[config.mk]
export PLATFORM = sky130hd
export DESIGN_NAME = mux_nx1_rr
export DESIGN_NICKNAME = d
export VERILOG_FILES = /design/src/rtl/mux_nx1_rr.sv
export SDC_FILE = /design/constraint.sdc
export NUM_CORES = 1
export LEC_CHECK = 0
export CORE_ASPECT_RATIO = 0.9
export CORE_MARGIN = 10
export CORE_UTILIZATION = 35
export DETAILED_ROUTE_END_ITERATION = 8
export GPL_ROUTABILITY_DRIVEN = 0
export GPL_TIMING_DRIVEN = 0
export PLACE_DENSITY = 0.75
export SYNTH_ARGS = -nofsm -noshare
export SYNTH_HDL_FRONTEND = slang
export SYNTH_SLANG_ARGS = --single-unit
[constraint.sdc]
create_clock -name clk -period 4.3 [get_ports clk]
set_input_delay 0.86 -clock clk [delete_from_list [all_inputs] [get_ports clk]]
set_output_delay 0.86 -clock clk [all_outputs]
set_load 0.01 [all_outputs]
[src/rtl/mux_nx1_rr.sv]
// -----------------------------------------------------------------------------
// mux_nx1_rr
//   N-channel, DW-bit registered multiplexer. One output register is fed
//   either from a manually selected channel or from a round-robin scan over
//   the channels that currently request. The output uses a valid/ready
//   handshake.
//
// Ports
//   clk       rising-edge clock
//   rst       synchronous active-high reset
//   mode      0 = manual select via sel, 1 = round-robin scan
//   sel       channel index used in manual mode
//   din       packed channel data, channel k = din[k*DW +: DW]
//   din_vld   per-channel data valid
//   din_ack   one-hot pulse, asserted with the registered sample it belongs to
//   dout      registered selected data
//   dout_ch   channel index that dout came from
//   dout_vld  dout/dout_ch hold a valid sample
//   dout_rdy  sink accepts the sample when dout_vld & dout_rdy
// -----------------------------------------------------------------------------
module mux_nx1_rr #(
  parameter int N_CH = 16,
  parameter int DW   = 8,
  parameter int SELW = $clog2(N_CH)
) (
  input  logic                 clk,
  input  logic                 rst,
  input  logic                 mode,
  input  logic [SELW-1:0]      sel,
  input  logic [N_CH*DW-1:0]   din,
  input  logic [N_CH-1:0]      din_vld,
  output logic [N_CH-1:0]      din_ack,
  output logic [DW-1:0]        dout,
  output logic [SELW-1:0]      dout_ch,
  output logic                 dout_vld,
  input  logic                 dout_rdy
);

  logic [DW-1:0]   r_dout;
  logic [SELW-1:0] r_dout_ch;
  logic            r_dout_vld;
  logic [N_CH-1:0] r_din_ack;
  logic [SELW-1:0] r_ptr;

  logic [DW-1:0]   w_ch_data [N_CH];
  logic [N_CH-1:0] w_man_hit;
  logic [N_CH-1:0] w_above_ptr;
  logic [N_CH-1:0] w_req_hi;
  logic [N_CH-1:0] w_ack_vec;
  logic            w_man_gnt;
  logic            w_rr_gnt;
  logic [SELW-1:0] w_rr_idx;
  logic            w_gnt;
  logic [SELW-1:0] w_gnt_idx;
  logic [DW-1:0]   w_gnt_data;
  logic            w_load;

  // The output register may take a new sample when it is empty or being
  // drained this same cycle (no bubble on back-to-back transfers).
  assign w_load = !r_dout_vld | dout_rdy;

  genvar gi;
  generate
    for (gi = 0; gi < N_CH; gi++) begin : g_ch
      assign w_ch_data[gi]   = din[gi*DW +: DW];
      // sel values beyond the last channel never match any gi, so an
      // out-of-range select simply idles.
      assign w_man_hit[gi]   = din_vld[gi] & (sel == SELW'(gi));
      // Channels strictly after the last grant are searched first.
      assign w_above_ptr[gi] = (SELW'(gi) > r_ptr);
      assign w_ack_vec[gi]   = w_gnt & (w_gnt_idx == SELW'(gi));
    end
  endgenerate

  assign w_man_gnt = |w_man_hit;
  assign w_req_hi  = din_vld & w_above_ptr;

  // Round-robin pick: lowest requester above ptr, otherwise wrap and take
  // the lowest requester overall (which may be ptr itself).
  always_comb begin
    w_rr_gnt = |din_vld;
    w_rr_idx = '0;
    if (|w_req_hi) begin
      for (int i = N_CH - 1; i >= 0; i--) begin
        if (w_req_hi[i]) begin
          w_rr_idx = SELW'(i);
        end
      end
    end else begin
      for (int i = N_CH - 1; i >= 0; i--) begin
        if (din_vld[i]) begin
          w_rr_idx = SELW'(i);
        end
      end
    end
  end

  always_comb begin
    w_gnt     = 1'b0;
    w_gnt_idx = '0;
    if (mode) begin
      w_gnt     = w_rr_gnt;
      w_gnt_idx = w_rr_gnt ? w_rr_idx : '0;
    end else begin
      w_gnt     = w_man_gnt;
      w_gnt_idx = w_man_gnt ? sel : '0;
    end
  end

  // w_gnt_idx is forced to 0 without a grant, so it is always in range.
  assign w_gnt_data = w_ch_data[w_gnt_idx];

  always_ff @(posedge clk) begin
    if (rst) begin
      r_dout     <= '0;
      r_dout_ch  <= '0;
      r_dout_vld <= 1'b0;
      r_din_ack  <= '0;
      r_ptr      <= SELW'(N_CH - 1);
    end else begin
      r_din_ack <= '0;
      if (w_load) begin
        if (w_gnt) begin
          r_dout     <= w_gnt_data;
          r_dout_ch  <= w_gnt_idx;
          r_dout_vld <= 1'b1;
          r_din_ack  <= w_ack_vec;
          // Only round-robin grants advance the fairness pointer.
          if (mode) begin
            r_ptr <= w_gnt_idx;
          end
        end else if (dout_rdy) begin
          r_dout_vld <= 1'b0;
        end
      end
    end
  end

  assign dout     = r_dout;
  assign dout_ch  = r_dout_ch;
  assign dout_vld = r_dout_vld;
  assign din_ack  = r_din_ack;

endmodule

==> flow_summary.json, run 1 <==
{
  "status": "completed",
  "clock-root-buffer": "clkbuf_8",
  "area_delta_synth_final_pct": 64.3,
  "cpLargestDelayFamily": "simple AND/OR/NAND/NOR gates",
  "syn_avg_cell_area_um2": 8.40,
  "die_area_mm2": 0.0131,
  "diodes": 0,
  "cp-start-kind": "primary input",
  "critPathBufInv": 2,
  "maxSlewHeadroom_pct": 53.2,
  "fp.dieH_um": 109,
  "cts_tree": "done",
  "hold_path.class": "flip-flop to flip-flop",
  "synth_common_cells": "50 x nor2_1, 42 x mux2i_1, 33 x dfxtp_1",
  "dpl-instance-area_mm2": 0.00500,
  "wire_per_inst_um": 19.9,
  "stdcell_count": 671,
  "cts_sinks": 33,
  "insertion_delay_ns": 0.29,
  "synth.area.mux_share_pct": 25.8,
  "cpMostUsedCell": "or4_4",
  "hold-worst-slack_ns": 0.498,
  "synth_ff_type": "dfxtp_1",
  "worstPathArrival_ns": 4.15,
  "syn_area_mm2": 0.00311,
  "dp_slack_ns": -0.400,
  "slowest_delay_ns": 0.52,
  "max-cap-violations": 0,
  "synth_edf_count": 0,
  "totalWireLength_mm": 13.3,
  "synth_top_family_by_area": "multiplexers",
  "reg2regPathDepth": 14,
  "cp.required_ns": 4.46,
  "fin_tns_setup_ns": 0,
  "clockBufferDepth": 2,
  "synth_xor_area_share_pct": 0,
  "fin_crit_ns": 3.99,
  "die-width_um": 119,
  "path_class": "primary input to flip-flop",
  "synth_cells": 370,
  "p_leak_nw": 1.96,
  "whs_path_depth": 2,
  "drcViolationCount": 0,
  "skew_ns": 0.00512,
  "final_cell_area_mm2": 0.00510,
  "syn_nets": 522,
  "ant_nets": 0,
  "cts_max_level": 2,
  "period_share_pct": 92.8,
  "ys_seq_elements": 33,
  "rsz0062_at_grt": "false",
  "crit_fanout": 10,
  "slowest_stage": "or4_4",
  "drt-vias-per-instance": 5.43,
  "rows": 32,
  "drt_iter0_markers": 208,
  "worst_slew_pin_slew_ns": 0.696,
  "clk_pin_slew_worst_paths_ns": 0.07,
  "grt_max_degree": 12,
  "synth_seq_area_share_pct": 21.3,
  "numCtsBuffers": 5,
  "grt_pass1_vias": 3954,
  "worstSetupPathDepth": 11,
  "post_synth_num_cell_types": 58,
  "grt_util_all_layers_pct": 19.0,
  "synth-simple-area-share_pct": 20.8,
  "nets": 703,
  "drive_gt1_share_pct": 11.6,
  "fmax_mhz": 250,
  "port_buffers": 174,
  "dp_cells": 663,
  "peakVddDrop_uv": 129,
  "ioPinCount": 181,
  "synth_compound_area_share_pct": 24.8,
  "synth_top_area_cell": "dfxtp_1",
  "slew_viol_final": 0,
  "p_per_area_mw_per_mm2": 271,
  "start_util_pct": 36.1,
  "coreArea_mm2": 0.00861,
  "ys_top_cells_by_area": "dfxtp_1 21%, mux2i_1 14%, mux4_2 7.2%",
  "synth_top_area_share_pct": 21.3,
  "antenna_found_initial": 0,
  "drt_pass1_iterations": 5,
  "synth_fa_ha_area_share_pct": 0,
  "setup_viol": 0,
  "grt_first_pass_wirelength_mm": 20.1,
  "synth.most_common_cell": "nor2_1",
  "ys_warn_count": 0,
  "cp_cell_sequence": "clkdlybuf4s50_1 > nor2b_1 > o221ai_1 > nand2_1 > or4_4 > or4_4 > o211ai_4 > buf_8 > mux2_2 > a221oi_1 > a311oi_1",
  "async_reset_ff_share_pct": 0,
  "cp-end-kind": "flip-flop",
  "worst_slack_ns": 0.308,
  "dp_hpwl_mm": 11.2,
  "via_count": 3646,
  "hold_violations": 0,
  "overflow": 0
}
placed cells by master, fill, tap and decap left out, drive strengths merged, types with 10 or more instances in the layout:
cell type,n
clkdlybuf4s50,172
nor2,50
mux2i,42
dfxtp,33
nand2,30
clkbuf,19
buf,16
mux2,14
a21oi,12
mux4,10
inv,10
sequential cells by signal, summed over array words and instances (netlist names):
signal    flops
din_ack      16
dout          8
dout_ch       4
r_ptr         4
dout_vld      1
layer usage:
| metal | GRT usage, % | share of wire, % | routed length (um) |
|---|---|---|---|
| met1 | 22.4 | 42 | 5570 |
| met2 | 33.1 | 49 | 6520 |
| met3 | 6.66 | 8.1 | 1080 |
| met4 | 3.79 | 1.3 | 167 |
| met5 | 0 | 0 | 0 |
layout make-up:
cell class | instances | area (um2)
clock inverter | 3 | 17.5
tap | 119 | 149
inverter | 10 | 37.5
multi-input combinational | 297 | 2230
timing repair buffer | 174 | 1750
fill | 807 | 3500
sequential | 33 | 661
buffer | 30 | 191
clock buffer | 5 | 68.8
report_power, final:
part	internal, mW	switching [mW]
Clock	0.112	0.116
Sequential	0.335	0.0135
Combinational	0.419	0.391
Total	0.865	0.521
worst min-delay path, cell delays in order, from the launching register on:
cell and delay, ns:
dfxtp_1 0.31, nor2_1 0.09, a211oi_1 0.05
per-stage QoR:
stage                     util (%)  total power [mW]
after global placement        58.1              1.14
final                         59.3              1.39
after floorplan                  -             0.827
after detailed placement      58.1              1.15
after global routing          59.3              1.46
after CTS                     59.2              1.38
cell families after synthesis:
group                  count (synthesis)
and+or+nand+nor                      134
DFF                                   33
muxes                                 66
AOI/OAI and AO/OA                     97
buffers and inverters                 40
final timing paths:
check | start | end | slack [ns]
hold / removal | dout_ch[0]$_SDFFE_PP0P_ | dout_ch[0]$_SDFFE_PP0P_ | 0.50
setup / recovery | din_vld[11] | dout[2]$_SDFFE_PP0P_ | 0.31
hold reg to reg | dout_ch[0]$_SDFFE_PP0P_ | dout_ch[0]$_SDFFE_PP0P_ | 0.50
setup reg to reg | r_ptr[3]$_SDFFE_PP1P_ | dout[1]$_SDFFE_PP0P_ | 0.67
repair_timing:
item | in CTS | in global routing
endpoints found under the setup margin | 3 | 8
resized for setup | 2 | 4
setup buffers | 0 | 0
hold buffers | 0 | 0
No activity file was read; power rests on OpenSTA's default activity.
==> run 2, diff against run 1 <==
REMOVE_ABC_BUFFERS = 1   (was default)
==> flow_summary.json, run 2 (synthesis gave the netlist of run 1 again) <==
{
  "path_class": "primary input to flip-flop",
  "use_met3_pct": 4.56,
  "p_total_mw": 1.53,
  "via_count": 3562,
  "coreArea_mm2": 0.00861,
  "numCtsBuffers": 5,
  "peakVddDrop_uv": 201,
  "largest_reg_flops": 16,
  "setup_viol": 0,
  "totalWireLength_mm": 13.4,
  "grt_pass1_vias": 3628,
  "mostFrequentLayoutCells": "173 x clkdlybuf4s50_1, 49 x nor2_1, 42 x mux2i_1",
  "grt_max_degree": 27,
  "skew_ns": 0.00473,
  "critPathLaunch": "din_vld[3]",
  "die_area_mm2": 0.0131,
  "fin_tns_setup_ns": 0,
  "use_met1_pct": 21.6,
  "die-width_um": 119,
  "r2r_end": "dout[5]$_SDFFE_PP0P_",
  "drive_gt1_share_pct": 12.2,
  "crit_end": "dout[5]$_SDFFE_PP0P_",
  "cp.required_ns": 4.45,
  "slew_viol_final": 0,
  "drt_iter0_markers": 255,
  "p_leak_nw": 2.01,
  "area_delta_synth_final_pct": 68.2,
  "insertion_delay_ns": 0.29,
  "crit_fanout": 13,
  "p_per_area_mw_per_mm2": 292,
  "cts_tree": "done",
  "clockBufferDepth": 2,
  "reg2regPathDepth": 11,
  "cts_max_level": 2,
  "dp_hpwl_mm": 10.9,
  "max-cap-violations": 0,
  "rows": 32,
  "worst_slew_pin_slew_ns": 0.646,
  "clk_pin_slew_worst_paths_ns": 0.07,
  "hold_violations": 0,
  "n_fill_cell": 735,
  "fin_crit_ns": 4.15,
  "start_util_pct": 36.1,
  "nets": 691,
  "ioPinCount": 181,
  "period_share_pct": 96.4,
  "drt-vias-per-instance": 5.41,
  "use_met2_pct": 33.1,
  "fp.dieH_um": 109,
  "cts_sinks": 33,
  "ctsHoldBuffers": 0,
  "worstReg2RegStart": "r_ptr[3]$_SDFFE_PP1P_",
  "grt_first_pass_wirelength_mm": 19.6,
  "final_common_cell": "clkdlybuf4s50_1",
  "worstPathArrival_ns": 4.29,
  "diodes": 0,
  "drt_pass1_iterations": 4,
  "r2r_slack_ns": 0.37,
  "maxSlewHeadroom_pct": 56.7,
  "clock-root-buffer": "clkbuf_8",
  "antenna_found_initial": 0,
  "ant_nets": 0,
  "whs_path_depth": 2,
  "drcViolationCount": 0,
  "grt_util_all_layers_pct": 18.5,
  "grt_busiest_layer": "met2",
  "wire_per_inst_um": 20.3,
  "hold_path.class": "flip-flop to flip-flop",
  "rsz0062_at_grt": "false",
  "fmax_mhz": 241,
  "status": "completed",
  "cp-end-kind": "flip-flop",
  "overflow": 0,
  "port_buffers": 180,
  "cp-start-kind": "primary input"
}
run 2: worst max-delay path: stages:
cell and delay, ns:
dlygate4sd2_1 0.37, o21bai_2 0.17, a21oi_1 0.13, or3_4 0.42, or4_4 0.54, or4_4 0.51
o211ai_4 0.10, clkbuf_16 0.19, buf_16 0.14, mux2_2 0.36, a221oi_4 0.34, a311oi_1 0.14
run 2: cell type report:
type                            count  area (um2)  area share [%]
Multi-Input combinational cell    297        2280            43.6
Timing Repair Buffer              192        1970            37.6
Sequential cell                    33         661            12.6
Tap cell                          119         149            2.85
Clock buffer                        5        68.8            1.32
Clock inverter                      3        65.1            1.24
Inverter                           10        37.5           0.718
run 2: worst min-delay path by stage:
stage / startpoint / endpoint / slack [ns]
global placement: dout[0]$_SDFFE_PP0P_ / dout[0]$_SDFFE_PP0P_ / 0.48
finish: dout[4]$_SDFFE_PP0P_ / dout[4]$_SDFFE_PP0P_ / 0.50
global route: dout[6]$_SDFFE_PP0P_ / dout[6]$_SDFFE_PP0P_ / 0.51
detailed placement: dout[4]$_SDFFE_PP0P_ / dout[4]$_SDFFE_PP0P_ / 0.49
CTS: dout[4]$_SDFFE_PP0P_ / dout[4]$_SDFFE_PP0P_ / 0.50
floorplan: dout[0]$_SDFFE_PP0P_ / dout[0]$_SDFFE_PP0P_ / 0.51
run 2: metrics by stage:
step / hold WS [ns] / setup WS [ns] / util, % / cells / instance area (um2)
finish: 0.500 / 0.154 / 60.7 / 659 / 5230
global route: 0.513 / 0.00388 / 60.7 / 659 / 5230
CTS: 0.500 / 0.00475 / 59.8 / 653 / 5150
detailed placement: 0.491 / -0.853 / 57.8 / 644 / 4980
global placement: 0.485 / -1.55 / 56.6 / 639 / 4870
floorplan: 0.513 / -0.0767 / - / 340 / 2920
run 2: repair_timing:
item                                    in CTS  in global routing
buffers inserted                             1                  5
endpoints found under the setup margin       9                  7
gates cloned                                 0                  1
gates resized for setup                     12                  7
pin swaps                                    0                  1
run 2: power breakdown:
group,switching [mW],internal (mW),total [mW]
clock,0.116,0.230,0.346
combinational,0.373,0.447,0.819
sequential,0.0283,0.335,0.363
total,0.516,1.01,1.53
run 2: layer usage:
metal	share of wire [%]	vias to the layer above
met3	6.6	17
met1	39	1679
met5	0	-
li1	-	1744
met2	53	122
met4	1.8	0
==> run 3, diff against run 2 <==
CAP_MARGIN = 20   (was default)
GPL_TIMING_DRIVEN = default   (was 0)
==> flow_summary.json, run 3 (synthesis gave the netlist of run 1 again) <==
{
  "clk_pin_slew_worst_paths_ns": 0.07,
  "maxSlewHeadroom_pct": 58.2,
  "largest_reg_flops": 16,
  "die-width_um": 119,
  "hold_path.class": "flip-flop to flip-flop",
  "cts_sinks": 33,
  "insertion_delay_ns": 0.29,
  "drt_pass1_iterations": 4,
  "rows": 32,
  "fmax_mhz": 240,
  "crit_end": "dout[7]$_SDFFE_PP0P_",
  "power_frac_comb_pct": 57.2,
  "setup_viol": 0,
  "diodes": 0,
  "drt-vias-per-instance": 5.44,
  "post_cts_buffers": 0,
  "start_util_pct": 36.1,
  "grt_first_pass_wirelength_mm": 19.9,
  "slowest_stage": "or4_4",
  "nets": 707,
  "drt_iter0_markers": 241,
  "wire_per_inst_um": 20.1,
  "p_sw_mw": 0.512,
  "slowest_delay_ns": 0.53,
  "p_leak_nw": 2.01,
  "power_frac_clock_pct": 17.1,
  "coreArea_mm2": 0.00861,
  "r2r_end": "dout[7]$_SDFFE_PP0P_",
  "hold-worst-slack_ns": 0.498,
  "crit_fanout": 19,
  "worstPathArrival_ns": 4.32,
  "period_share_pct": 96.9,
  "overflow": 0,
  "totalWireLength_mm": 13.6,
  "cts_max_level": 2,
  "mostFrequentLayoutCells": "180 x clkdlybuf4s50_1, 50 x nor2_1, 42 x mux2i_1",
  "clockBufferDepth": 2,
  "fp.dieH_um": 109,
  "antenna_found_initial": 0,
  "cpMostUsedCell": "or4_4",
  "grt_pass1_vias": 3758,
  "cp-end-kind": "flip-flop",
  "r2r_slack_ns": 0.45,
  "ioPinCount": 181,
  "area_delta_synth_final_pct": 68.3,
  "cts_tree": "done",
  "skew_ns": 0.00700,
  "fin_crit_ns": 4.17,
  "worst_slew_pin_slew_ns": 0.624,
  "p_seq_share_pct": 25.6,
  "grt_util_all_layers_pct": 18.9,
  "critPathLaunch": "din_vld[7]",
  "grt_max_degree": 20,
  "hold_violations": 0,
  "rsz0062_at_grt": "true",
  "p_total_mw": 1.40,
  "ant_nets": 0,
  "slew_viol_final": 0,
  "n_fill_cell": 754,
  "p_int_mw": 0.884,
  "die_area_mm2": 0.0131,
  "drcViolationCount": 0,
  "peakVddDrop_uv": 134,
  "max-cap-violations": 0,
  "worstReg2RegStart": "r_ptr[1]$_SDFFE_PP1P_",
  "numCtsBuffers": 5,
  "cp.required_ns": 4.45,
  "cp-start-kind": "primary input",
  "clock-root-buffer": "clkbuf_8",
  "switching_share_pct": 36.7,
  "ctsHoldBuffers": 0,
  "via_count": 3674,
  "dp_hpwl_mm": 11.4,
  "drive_gt1_share_pct": 13.8,
  "path_class": "primary input to flip-flop",
  "p_per_area_mw_per_mm2": 267,
  "final_common_cell": "clkdlybuf4s50_1",
  "status": "completed",
  "cp_cell_sequence": "clkdlybuf4s50_1 > o2bb2ai_1 > a21oi_1 > or3_4 > or4_4 > or4_4 > o211ai_4 > buf_12 > mux2_2 > a221oi_1 > a311oi_1",
  "port_buffers": 180,
  "reg2regPathDepth": 10
}
## run 3: cell count changes in the layout (fill, tap and decap cells not counted), sizes merged
cell	delta
clkdlybuf4s50	+7
dlygate4sd2	-5
clkinv	-1
buf	+18
dlymetal6s2s	-1
clkinvlp	+3
clkbuf	-3
bufinv	-2
## run 3: worst min path at each step
stage / cells after the start / slack (ns) / start / endpoint
floorplan: 2 / 0.51 / dout[0]$_SDFFE_PP0P_ / dout[0]$_SDFFE_PP0P_
global placement: 2 / 0.48 / dout[6]$_SDFFE_PP0P_ / dout[6]$_SDFFE_PP0P_
detailed placement: 2 / 0.49 / dout[4]$_SDFFE_PP0P_ / dout[4]$_SDFFE_PP0P_
CTS: 2 / 0.50 / dout[4]$_SDFFE_PP0P_ / dout[4]$_SDFFE_PP0P_
global route: 2 / 0.51 / dout[4]$_SDFFE_PP0P_ / dout[4]$_SDFFE_PP0P_
finish: 2 / 0.50 / dout[4]$_SDFFE_PP0P_ / dout[4]$_SDFFE_PP0P_
## run 3: timing repair
action,in CTS,in global routing
hold endpoints to repair,0,0
gates resized for setup,0,3
endpoints found under the setup margin,0,2
## run 3: area by class of cell
class	count	area (um2)	area share, %
multi-input combinational	297	2240	42.9
timing repair buffer	208	2050	39.2
sequential	33	661	12.6
tap	119	149	2.85
clock buffer	5	68.8	1.32
inverter	10	37.5	0.718
clock inverter	3	22.5	0.431
## run 3: power groups by stage
stage	Clock, mW	Combinational [mW]	Sequential (mW)
2_1_floorplan	0	0.406	0.375
3_3_place_gp	0	0.774	0.363
3_5_place_dp	0	0.788	0.364
4_1_cts	0.242	0.790	0.357
5_1_grt	0.254	0.856	0.361
6_report	0.239	0.799	0.358
## run 3: metrics by stage
stage	utilization [%]	cell area, um2	std cells	setup TNS, ns	setup WS [ns]
after floorplan	-	2920	340	-0.525	-0.0767
after global placement	59.5	5130	667	-0.107	-0.0894
after detailed placement	59.5	5130	667	-0.360	-0.154
after CTS	60.6	5220	675	0	0.142
after global routing	60.8	5230	675	-0.0294	-0.0294
final	60.8	5230	675	0	0.133
## run 3: worst max-delay path: cells and delay by family
family                 cells  cell delay (ns)
and+or+nand+nor            3             1.40
AOI/OAI and AO/OA          5             1.00
buffers and inverters      2             0.70
muxes                      1             0.35
## run 3: layer usage
| metal | global-route usage (%) | routed length (um) | vias to the layer above |
|---|---|---|---|
| met5 | 0 | 0 | - |
| met4 | 4.30 | 270 | 0 |
| met3 | 5.43 | 930 | 22 |
| met2 | 34.1 | 7050 | 148 |
| met1 | 21.7 | 5350 | 1732 |
| li1 | - | - | 1772 |
